### config.mk
export PLATFORM = sky130hd
export DESIGN_NAME = fifo_pop_packer
export DESIGN_NICKNAME = d
export VERILOG_FILES = /design/src/rtl/fifo_pkg.sv /design/src/rtl/fifo_pop_packer.sv
export SDC_FILE = /design/constraint.sdc
export NUM_CORES = 1
export LEC_CHECK = 0
export CAP_MARGIN = 30
export CORE_ASPECT_RATIO = 1.1
export CORE_MARGIN = 2
export CORE_UTILIZATION = 30
export DETAILED_ROUTE_END_ITERATION = 6
export MAX_ROUTING_LAYER = met4
export SETUP_SLACK_MARGIN = 0.1
export SLEW_MARGIN = 20
export SYNTH_ARGS = -nofsm -noshare
export SYNTH_HDL_FRONTEND = slang
export SYNTH_SLANG_ARGS = --single-unit
### constraint.sdc
create_clock -name clk -period 2.6 [get_ports clk]
set_clock_uncertainty 0.15 [all_clocks]
set_input_delay 0.52 -clock clk [delete_from_list [all_inputs] [get_ports clk]]
set_output_delay 0.52 -clock clk [all_outputs]
set_load 0.005 [all_outputs]
### src/rtl/fifo_pkg.sv
// Shared types and defaults for the shift-register FIFO and its pop-side packer.
// Holds the packer state encoding and the lane-count width helper.
// Default entry width and pack factor are shared so both ends agree.
package fifo_pkg;

   // Default FIFO entry width and entries-per-packed-word.
   localparam int FIFO_WIDTH = 4;
   localparam int FIFO_PACK  = 4;

   // FILL: popping and capturing entries; HOLD: packed word presented.
   typedef enum logic {
      FILL = 1'b0,
      HOLD = 1'b1
   } pack_state_t;

   // Bits needed to count 0..pack lanes inclusive (log2(pack)+1).
   function automatic int lane_cnt_w(input int pack);
      return $clog2(pack) + 1;
   endfunction

endpackage

### src/rtl/fifo_pop_packer.sv
// Pops WIDTH-bit FIFO entries and packs PACK of them (first popped in lane 0) into one word.
// Latency: pop in cycle t, captured end of t+1; a full word is presented the cycle after the last capture.
// Backpressure: word held stable and popping stops while out_valid && !out_ready; flush emits a partial word.
module fifo_pop_packer
   import fifo_pkg::*;
#(
   parameter int WIDTH = FIFO_WIDTH,
   parameter int PACK  = FIFO_PACK,
   parameter int L2P   = $clog2(PACK)
) (
   input  logic                    clk,
   input  logic                    reset,
   input  logic                    fifo_empty,
   output logic                    fifo_pop_req,
   input  logic                    fifo_pop_ack,
   input  logic [WIDTH-1:0]        fifo_data_out,
   input  logic                    flush,
   output logic [WIDTH*PACK-1:0]   out_data,
   output logic [L2P:0]            out_lanes,
   output logic                    out_valid,
   input  logic                    out_ready
);

   // Counter width covers 0..PACK inclusive.
   localparam int CW = lane_cnt_w(PACK);
   localparam logic [CW-1:0] PACK_C = CW'(PACK);
   localparam logic [CW-1:0] ZERO_C = '0;
   localparam logic [CW-1:0] ONE_C  = CW'(1);

   pack_state_t             state_q;
   logic [CW-1:0]           issued_q;      // pops acknowledged for the current word
   logic [CW-1:0]           captured_q;    // entries written into the lane register
   logic                    inflight_q;    // a popped entry arrives on fifo_data_out this cycle
   logic                    flush_pend_q;  // flush seen, waiting for in-flight data to land
   logic                    valid_q;
   logic [CW-1:0]           lanes_q;
   logic [WIDTH*PACK-1:0]   data_q;

   logic                    pop_fire;
   logic [CW-1:0]           cap_next;      // captured count after this cycle's capture

   // Pop request is built only from registered state and fifo_empty, never from the ack.
   assign fifo_pop_req = (state_q == FILL) && (issued_q < PACK_C) && !flush_pend_q
                         && !fifo_empty && !reset;
   assign pop_fire     = fifo_pop_req && fifo_pop_ack;
   assign cap_next     = captured_q + CW'(inflight_q);

   assign out_data  = data_q;
   assign out_lanes = lanes_q;
   assign out_valid = valid_q;

   // Packer FSM: counters, lane capture, flush handling and registered outputs.
   always_ff @(posedge clk or posedge reset) begin
      if (reset) begin
         state_q      <= FILL;
         issued_q     <= ZERO_C;
         captured_q   <= ZERO_C;
         inflight_q   <= 1'b0;
         flush_pend_q <= 1'b0;
         valid_q      <= 1'b0;
         lanes_q      <= ZERO_C;
         data_q       <= '0;
      end else begin
         case (state_q)
            FILL: begin
               inflight_q <= pop_fire;
               if (pop_fire) begin
                  issued_q <= issued_q + ONE_C;
               end
               // Registered FIFO data lands one cycle after its pop handshake.
               if (inflight_q) begin
                  captured_q <= cap_next;
                  for (int k = 0; k < PACK; k++) begin
                     if (captured_q == CW'(k)) begin
                        data_q[k*WIDTH +: WIDTH] <= fifo_data_out;
                     end
                  end
               end
               // A completed word wins over a pending flush: emit it full.
               if (cap_next == PACK_C) begin
                  state_q      <= HOLD;
                  valid_q      <= 1'b1;
                  lanes_q      <= PACK_C;
                  flush_pend_q <= 1'b0;
               end else if (flush_pend_q && !inflight_q) begin
                  if (captured_q != ZERO_C) begin
                     // Partial word: unused lanes are already zero from the last clear.
                     state_q      <= HOLD;
                     valid_q      <= 1'b1;
                     lanes_q      <= captured_q;
                     flush_pend_q <= 1'b0;
                  end else begin
                     // Nothing to emit; drop the request (a new flush may re-arm it).
                     flush_pend_q <= flush;
                  end
               end else begin
                  flush_pend_q <= flush_pend_q | flush;
               end
            end
            HOLD: begin
               // No pops in HOLD, so nothing can be in flight; flush is ignored here.
               inflight_q <= 1'b0;
               if (out_ready) begin
                  state_q      <= FILL;
                  valid_q      <= 1'b0;
                  issued_q     <= ZERO_C;
                  captured_q   <= ZERO_C;
                  flush_pend_q <= 1'b0;
                  lanes_q      <= ZERO_C;
                  data_q       <= '0;
               end
            end
         endcase
      end
   end

endmodule

* Yosys cells after proc, flatten, opt, wreduce, memory -nomap -nowiden *
Index checks and enable logic that the tools add are counted.

word-level totals
  output and inout bits = 21
  logic and storage cells = 79
  input port bits = 10
  flip-flop bits (word level) = 29

operators by class
  $lt $le $gt $ge = 1
  $add $sub $neg = 2
  bitwise logic cells = 2
  reduce and logical (&&, ||, !) cells = 19
  muxes and demuxes = 31
  eq/ne operators = 13

operators by type and width
  cell                                                 count
  2-to-1 mux 16 bit                                    2
  one-hot mux 16 bit (2 select lines)                  1
  2-to-1 mux 3 bit                                     6
  one-hot mux 3 bit (2 select lines)                   3
  2-to-1 mux 4 bit                                     4
  AND reduction 3 bit                                  5
  2-to-1 mux 1 bit                                     11
  != test 2 x 1 -> 1 bit, second input constant        4
  one-hot mux 1 bit (2 select lines)                   4
  equality test 3 x 2 -> 1 bit, second input constant  2
  logical AND 1 bit                                    6
  != test 2 bit, second input constant                 3
  != test 3 x 1 -> 1 bit, second input constant        2
  logical NOT 1 bit                                    4
  AND reduction 2 bit                                  2
  adder 3 x 1 -> 3 bit                                 1
  adder 3 x 1 -> 3 bit, second input constant          1
  equality test 3 x 1 -> 1 bit, second input constant  1
  equality test 3 bit, second input constant           1
  logical NOT 3 bit                                    1
  less-than comparator 3 bit, second input constant    1
  nonzero test 3 bit                                   1
  NOT 1 bit                                            1
  OR 1 bit                                             1

* Longest topological paths before layout *
Gate-level depths: netlist of the first run.

  depth in word-level cells = 8
  mapped depth = 6
  mapped depth without buffers = 6

* Worst setup path before layout of the first run *
Ideal clock, no wire load.

  path kind = reg2reg
  start point = register captured_q[0]
  end point = register lanes_q[2] (netlist: out_lanes[2])
  slack = 678 ps
  data arrival time = 1649 ps
  setup time = 123 ps
  stages on the path, launching flop included = 7
  data required time = 2327 ps
  path through = dfrtp_1 > ha_1 > ha_1 > xor2_1 > a21oi_1 > nand2_1 > o221a_2

between the ends
  word-level cells in the longest chain between the ends = 4

ends and longest elaborated chain
  element                                                                                     RTL line               source
  start, declared                                                                             fifo_pop_packer.sv:32  logic [CW-1:0] captured_q;
  start signal, assigned                                                                      fifo_pop_packer.sv:72  captured_q <= cap_next;
  adder 3 x 1 -> 3 bit                                                                        fifo_pop_packer.sv:46  assign cap_next = captured_q + CW'(inflight_q);
  equality test 3 bit                                                                         fifo_pop_packer.sv:80  if (cap_next == PACK_C) begin
  != test 3 x 1 -> 1 bit (no source line) or 2-to-1 mux 3 bit (tied branches)                 -
  AND reduction 3 bit (no source line) or one-hot mux 3 bit (2 select lines) (tied branches)  -
  end signal, assigned                                                                        fifo_pop_packer.sv:90  lanes_q <= captured_q;
  end, declared                                                                               fifo_pop_packer.sv:36  logic [CW-1:0] lanes_q;

Parallel ways exist; a longest one is shown, timed or not.
A chain may end at the register's enable or synchronous reset.

* Worst setup path in the final report of the first run *
  start point = input fifo_empty
  end point = output fifo_pop_req

between the ends
  word-level cells in the longest chain between the ends = 3

ends and longest elaborated chain
  element                          RTL line               source
  start, declared                  fifo_pop_packer.sv:13  input logic fifo_empty,
  logical NOT 1 bit                fifo_pop_packer.sv:44  && !fifo_empty && !reset;
  logical AND 1 bit (2 in series)  fifo_pop_packer.sv:44
  end, declared                    fifo_pop_packer.sv:14  output logic fifo_pop_req,

No other way between the ends.

==> out/qor.csv, run 1 <==
metric,value,unit
total gr overflow,0,
die area,0.00496,mm^2
CP Data Arrival Time,1690,ps
worst-margin pin slew,451,ps
syn avg cell area,11.5,um^2
final setup TNS,0,ps
critical path launch point type,input port,
Post-Place Cell Area,0.00170,mm^2
Clk network pwr share,0.233,
HP Class,flop to flop,
Final Cell Area,0.00180,mm^2
Power Density,969,mW/mm^2
switching share of power,0.283,
worst hold margin,343,ps
Worst-path clk slew,60,ps
MaxCap Viol Count,0,
DRT Wirelength,2780,um
headroom to the max-slew limit,0.698,
Worst Path Required,1930,ps
Mapped Cells,115,
WS Path Type,input port to output port,
die width,67.3,um
status,completed,
crit path time final,2360,ps
root buffer cell,clkbuf_8,
CTS Buf Count,5,
initial antenna violation count,0,
via count,995,
Psw,0.494,mW
CTS H-tree depth,2,
First-pass DRT Iterations,4,
dpl hpwl,2030,um
RSZ-0062 raised after global routing,false,
FP Rows,25,
vias in the first global route,1048,
Routed WL per cell,13.3,um
Mapped Nets,128,
Area Overhead vs Synth,36.3,%
P_int,1.25,mW
Buffers on Ports,30,
CTS max path bufs,2,
crit share post-route,0.907,
CTS Hold Bufs,0,
Initial Util,0.309,
gr usage total,0.136,
"Slew Viols, Final",0,
core box area,0.00429,mm^2
drc violations,0,
largest net degree at the start of global routing,30,
peak supply drop,489,uV
"worst slack, placed",-35.3,ps
RePlAce Congestion,0.763,
post-synthesis sequential area ratio,0.548,
combinational share of power,0.363,
Fill cells,408,
First DRT Iteration DRCs,17,
placed insts,200,
post-route ant nets,0,
f_max,424,MHz
global-route wire length before repair,4860,um
post-synthesis cell type count,33,
sequential share of power,0.404,
Die Height,73.7,um
#FFs+latches synth,29,
crit path max fanout,2,
ant diodes,0,
via/cell ratio,4.78,
LEAKAGE,0.833,nW
clock latency on the worst-skew pair,280,ps
clock tree from TritonCTS,done,
Top Ports,31,
Sink Count,29,
Yosys warning total,0,
post-route insts no fill,208,
Post-Syn Area,0.00132,mm^2
element type at the critical path end,output port,
"Hold Violations, Final",0,
Final setup viols,0,
nets,166,
share of cells above drive strength 1,0.195,
final worst setup slack,242,ps
## final cells by class
cell class / count / area (um^2) / area share
Clock buffer: 7 / 96.3 / 0.0534
Tap cell: 54 / 67.6 / 0.0374
Sequential cell: 29 / 726 / 0.402
Timing Repair Buffer: 35 / 337 / 0.187
Multi-Input combinational cell: 80 / 566 / 0.313
Clock inverter: 1 / 5.00 / 0.00277
Inverter: 2 / 7.51 / 0.00416
## power groups by stage
stage          clock, mW  sequential, mW  combinational (mW)
5_1_grt            0.445           0.730               0.695
3_3_place_gp           0           0.712               0.631
6_report           0.407           0.707               0.634
3_5_place_dp           0           0.715               0.643
4_1_cts            0.419           0.712               0.644
2_1_floorplan          0           0.706               0.298
## per-stage QoR
stage / power [mW] / util
global route: 1.87 / 0.421
detailed placement: 1.36 / 0.398
CTS: 1.78 / 0.421
global placement: 1.34 / 0.398
floorplan: 1.00 / -
finish: 1.75 / 0.421
## cells by family after synthesis
group | share of synthesized area
muxes | 0.126
and+or+nand+nor | 0.142
DFF | 0.548
xor gates and xnor gates | 0.00662
buffers and inverters | 0.0246
AOI/OAI and AO/OA | 0.125
adders and majority gates | 0.0284
## flip-flops by register name, summed over array words and instances, names as in the netlist
signal,cells
out_data,16
captured_q,3
issued_q,3
out_lanes,3
flush_pend_q,1
inflight_q,1
out_valid,1
state_q,1
## cell usage after synthesis
master,count,share of area
nor2b_1,6,0.028
a32o_1,2,0.015
o21ai_0,7,0.026
nor3b_1,1,0.0057
o21a_1,1,0.0057
or4_4,1,0.0085
nor2_4,1,0.0085
mux2_2,12,0.10
a31o_2,1,0.0066
mux2_1,1,0.0085
inv_1,2,0.0057
a21oi_1,5,0.019
clkbuf_1,1,0.0028
o221a_2,1,0.0085
ha_1,3,0.028
buf_2,2,0.0076
o21ai_1,1,0.0038
a21o_1,2,0.011
a22o_1,2,0.013
and3_1,1,0.0047
nor3_2,1,0.0076
nor2_1,4,0.011
dfrtp_1,29,0.55
or3b_1,1,0.0066
xor2_1,1,0.0066
a31oi_1,1,0.0047
nand2_1,18,0.051
o31ai_1,1,0.0057
mux2i_1,2,0.015
and2_1,1,0.0047
buf_6,1,0.0085
o22ai_1,1,0.0047
or2_1,1,0.0047
## worst paths after layout
path	startpoint	endpoint	slack, ps	cells past startpoint
setup / recovery	fifo_empty	fifo_pop_req	240	4
hold / removal	issued_q[0]	issued_q[0]	340	1
setup reg to reg	captured_q[0]	out_lanes[0]	550	7
hold reg to reg	issued_q[0]	issued_q[0]	340	1
max in group asynchronous	reset	out_data[14]	1480	3
min in group asynchronous	reset	issued_q[2]	550	3
## layer usage
metal / global-route usage / vias to the layer above / share of wire
met2: 0.206 / 26 / 0.49
met3: 0.0444 / 3 / 0.050
met1: 0.173 / 482 / 0.46
li1: - / 484 / -
met4: 0.0408 / 0 / 0.0083
met5: - / - / 0
## worst max-delay path, cell delays in order
cell and delay, ps:
clkdlybuf4s50_1 400, or4_4 430, nor2_4 100, dlygate4sd2_1 240
## cells in the final DEF (no fill, tap or decap), types with 3 or more instances in the layout
| cell | n |
|---|---|
| a21oi_1 | 5 |
| ha_1 | 3 |
| clkbuf_8 | 7 |
| nand2_1 | 18 |
| clkdlybuf4s50_1 | 29 |
| nor2b_1 | 6 |
| nor2_1 | 4 |
| buf_4 | 5 |
| dfrtp_1 | 29 |
| o21ai_0 | 7 |
| mux2_2 | 12 |
## timing repair
item	in CTS	in global routing
gates resized for setup	1	0
setup endpoints to repair	1	0
setup buffers	0	0
No activity file was read; power rests on OpenSTA's default activity.
==> run 2, diff against run 1 <==
--- a/config.mk
+++ b/config.mk
@@ -6,11 +6,14 @@
 export NUM_CORES = 1
 export LEC_CHECK = 0
 export CAP_MARGIN = 30
+export CELL_PAD_IN_SITES_DETAIL_PLACEMENT = 2
+export CELL_PAD_IN_SITES_GLOBAL_PLACEMENT = 2
 export CORE_ASPECT_RATIO = 1.1
 export CORE_MARGIN = 2
 export CORE_UTILIZATION = 30
 export DETAILED_ROUTE_END_ITERATION = 6
 export MAX_ROUTING_LAYER = met4
+export PLACE_DENSITY_LB_ADDON = 0.1
 export SETUP_SLACK_MARGIN = 0.1
 export SLEW_MARGIN = 20
 export SYNTH_ARGS = -nofsm -noshare
==> out/qor.csv, run 2 (synthesized netlist as in run 1, its figures left out) <==
metric,value,unit
status,completed,
RSZ-0062 raised after global routing,false,
crit path max fanout,3,
slowest cell delay on critical path,430,ps
WL met3,108,um
CTS H-tree depth,2,
r2r startpoint,captured_q[0],
LEAKAGE,0.829,nW
Initial Util,0.309,
Worst-path clk slew,60,ps
"Buf+Inv Stages, Crit Path",2,
HP Class,flop to flop,
peak supply drop,364,uV
Worst Path Required,1930,ps
First DRT Iteration DRCs,49,
cell family with the largest share of critical-path delay,buffers and inverters,
core box area,0.00429,mm^2
crit share post-route,0.907,
CP Data Arrival Time,1690,ps
FP Rows,25,
clock latency on the worst-skew pair,270,ps
Final Util,0.419,
DRT Wirelength,3400,um
initial antenna violation count,0,
element type at the critical path end,output port,
drc violations,0,
final setup TNS,0,ps
critical path launch point type,input port,
RePlAce Congestion,0.706,
Buffers on Ports,30,
die area,0.00496,mm^2
dpl hpwl,2540,um
max reg flops,16,
Area Overhead vs Synth,35.7,%
Post-CTS Setup Inserts,0,
Power Density,960,mW/mm^2
wl on met1,1530,um
largest net degree at the start of global routing,30,
most frequent cells in the layout,"dfrtp_1 (29), clkdlybuf4s50_1 (29), nand2_1 (18)",
worst-margin pin slew,505,ps
"Slew Viols, Final",0,
ant diodes,0,
f_max,424,MHz
WS Path Type,input port to output port,
share of cells above drive strength 1,0.188,
CTS max path bufs,2,
total power draw,1.73,mW
total gr overflow,0,
First-pass DRT Iterations,4,
via/cell ratio,4.93,
clock tree from TritonCTS,done,
CTS Buf Count,5,
Die Height,73.7,um
CP startpoint,fifo_empty,
nets,167,
via count,1026,
Sink Count,29,
flop2flop setup slack,640,ps
post-route ant nets,0,
Top Ports,31,
die width,67.3,um
Routed WL per cell,16.3,um
root buffer cell,clkbuf_8,
global-route wire length before repair,5930,um
headroom to the max-slew limit,0.664,
crit path time final,2360,ps
WL met2,1730,um
Hold Crit Start,issued_q[0],
gr usage total,0.169,
crit-path cells,clkdlybuf4s50_1 > or4_4 > nor2_4 > dlygate4sd2_1,
CTS Hold Bufs,0,
MaxCap Viol Count,0,
"Hold Violations, Final",0,
Max Used Layer,met4,
vias in the first global route,1173,
Final setup viols,0,
critical path's slowest cell,or4_4,
-- run 2: routing by layer --
| metal | up-vias | global-route usage |
|---|---|---|
| met5 | - | - |
| li1 | 482 | - |
| met2 | 19 | 0.267 |
| met3 | 5 | 0.0475 |
| met4 | 0 | 0.0476 |
| met1 | 520 | 0.213 |
-- run 2: final cells by class --
type | count | area (um^2)
fillers | 446 | 2490
flip-flops and latches | 29 | 726
multi-input cells | 80 | 566
repair buffers | 36 | 344
clock buffers | 7 | 86.3
well taps | 54 | 67.6
inverters | 2 | 7.51
-- run 2: path summary, 6_finish.rpt --
path	endpoint	cells after the start
setup / recovery	fifo_pop_req	4
setup reg to reg	out_lanes[1]	5
hold / removal	issued_q[0]	1
min in group asynchronous	out_lanes[2]	3
max in group asynchronous	out_data[5]	3
hold reg to reg	issued_q[0]	1
-- run 2: what timing repair did --
item | in CTS | in global routing
hold endpoints to repair | 0 | 0
setup endpoints to repair | 1 | 0
gates resized for setup | 1 | 0
-- run 2: per-stage QoR --
| stage | std cells | hold WS [ps] | instance area [um^2] | worst slack, ps |
|---|---|---|---|---|
| final | 208 | 333 | 1800 | 242 |
| after global routing | 208 | 370 | 1800 | 200 |
| after CTS | 208 | 338 | 1800 | 229 |
| after detailed placement | 201 | 330 | 1710 | -34.8 |
| after global placement | 201 | 327 | 1710 | -46.5 |
| after floorplan | 115 | 302 | 1320 | 678 |
-- run 2: report_power, final --
part,internal [mW],total [mW],switching (mW)
Clock,0.209,0.366,0.156
Sequential,0.611,0.703,0.0917
Combinational,0.408,0.657,0.249
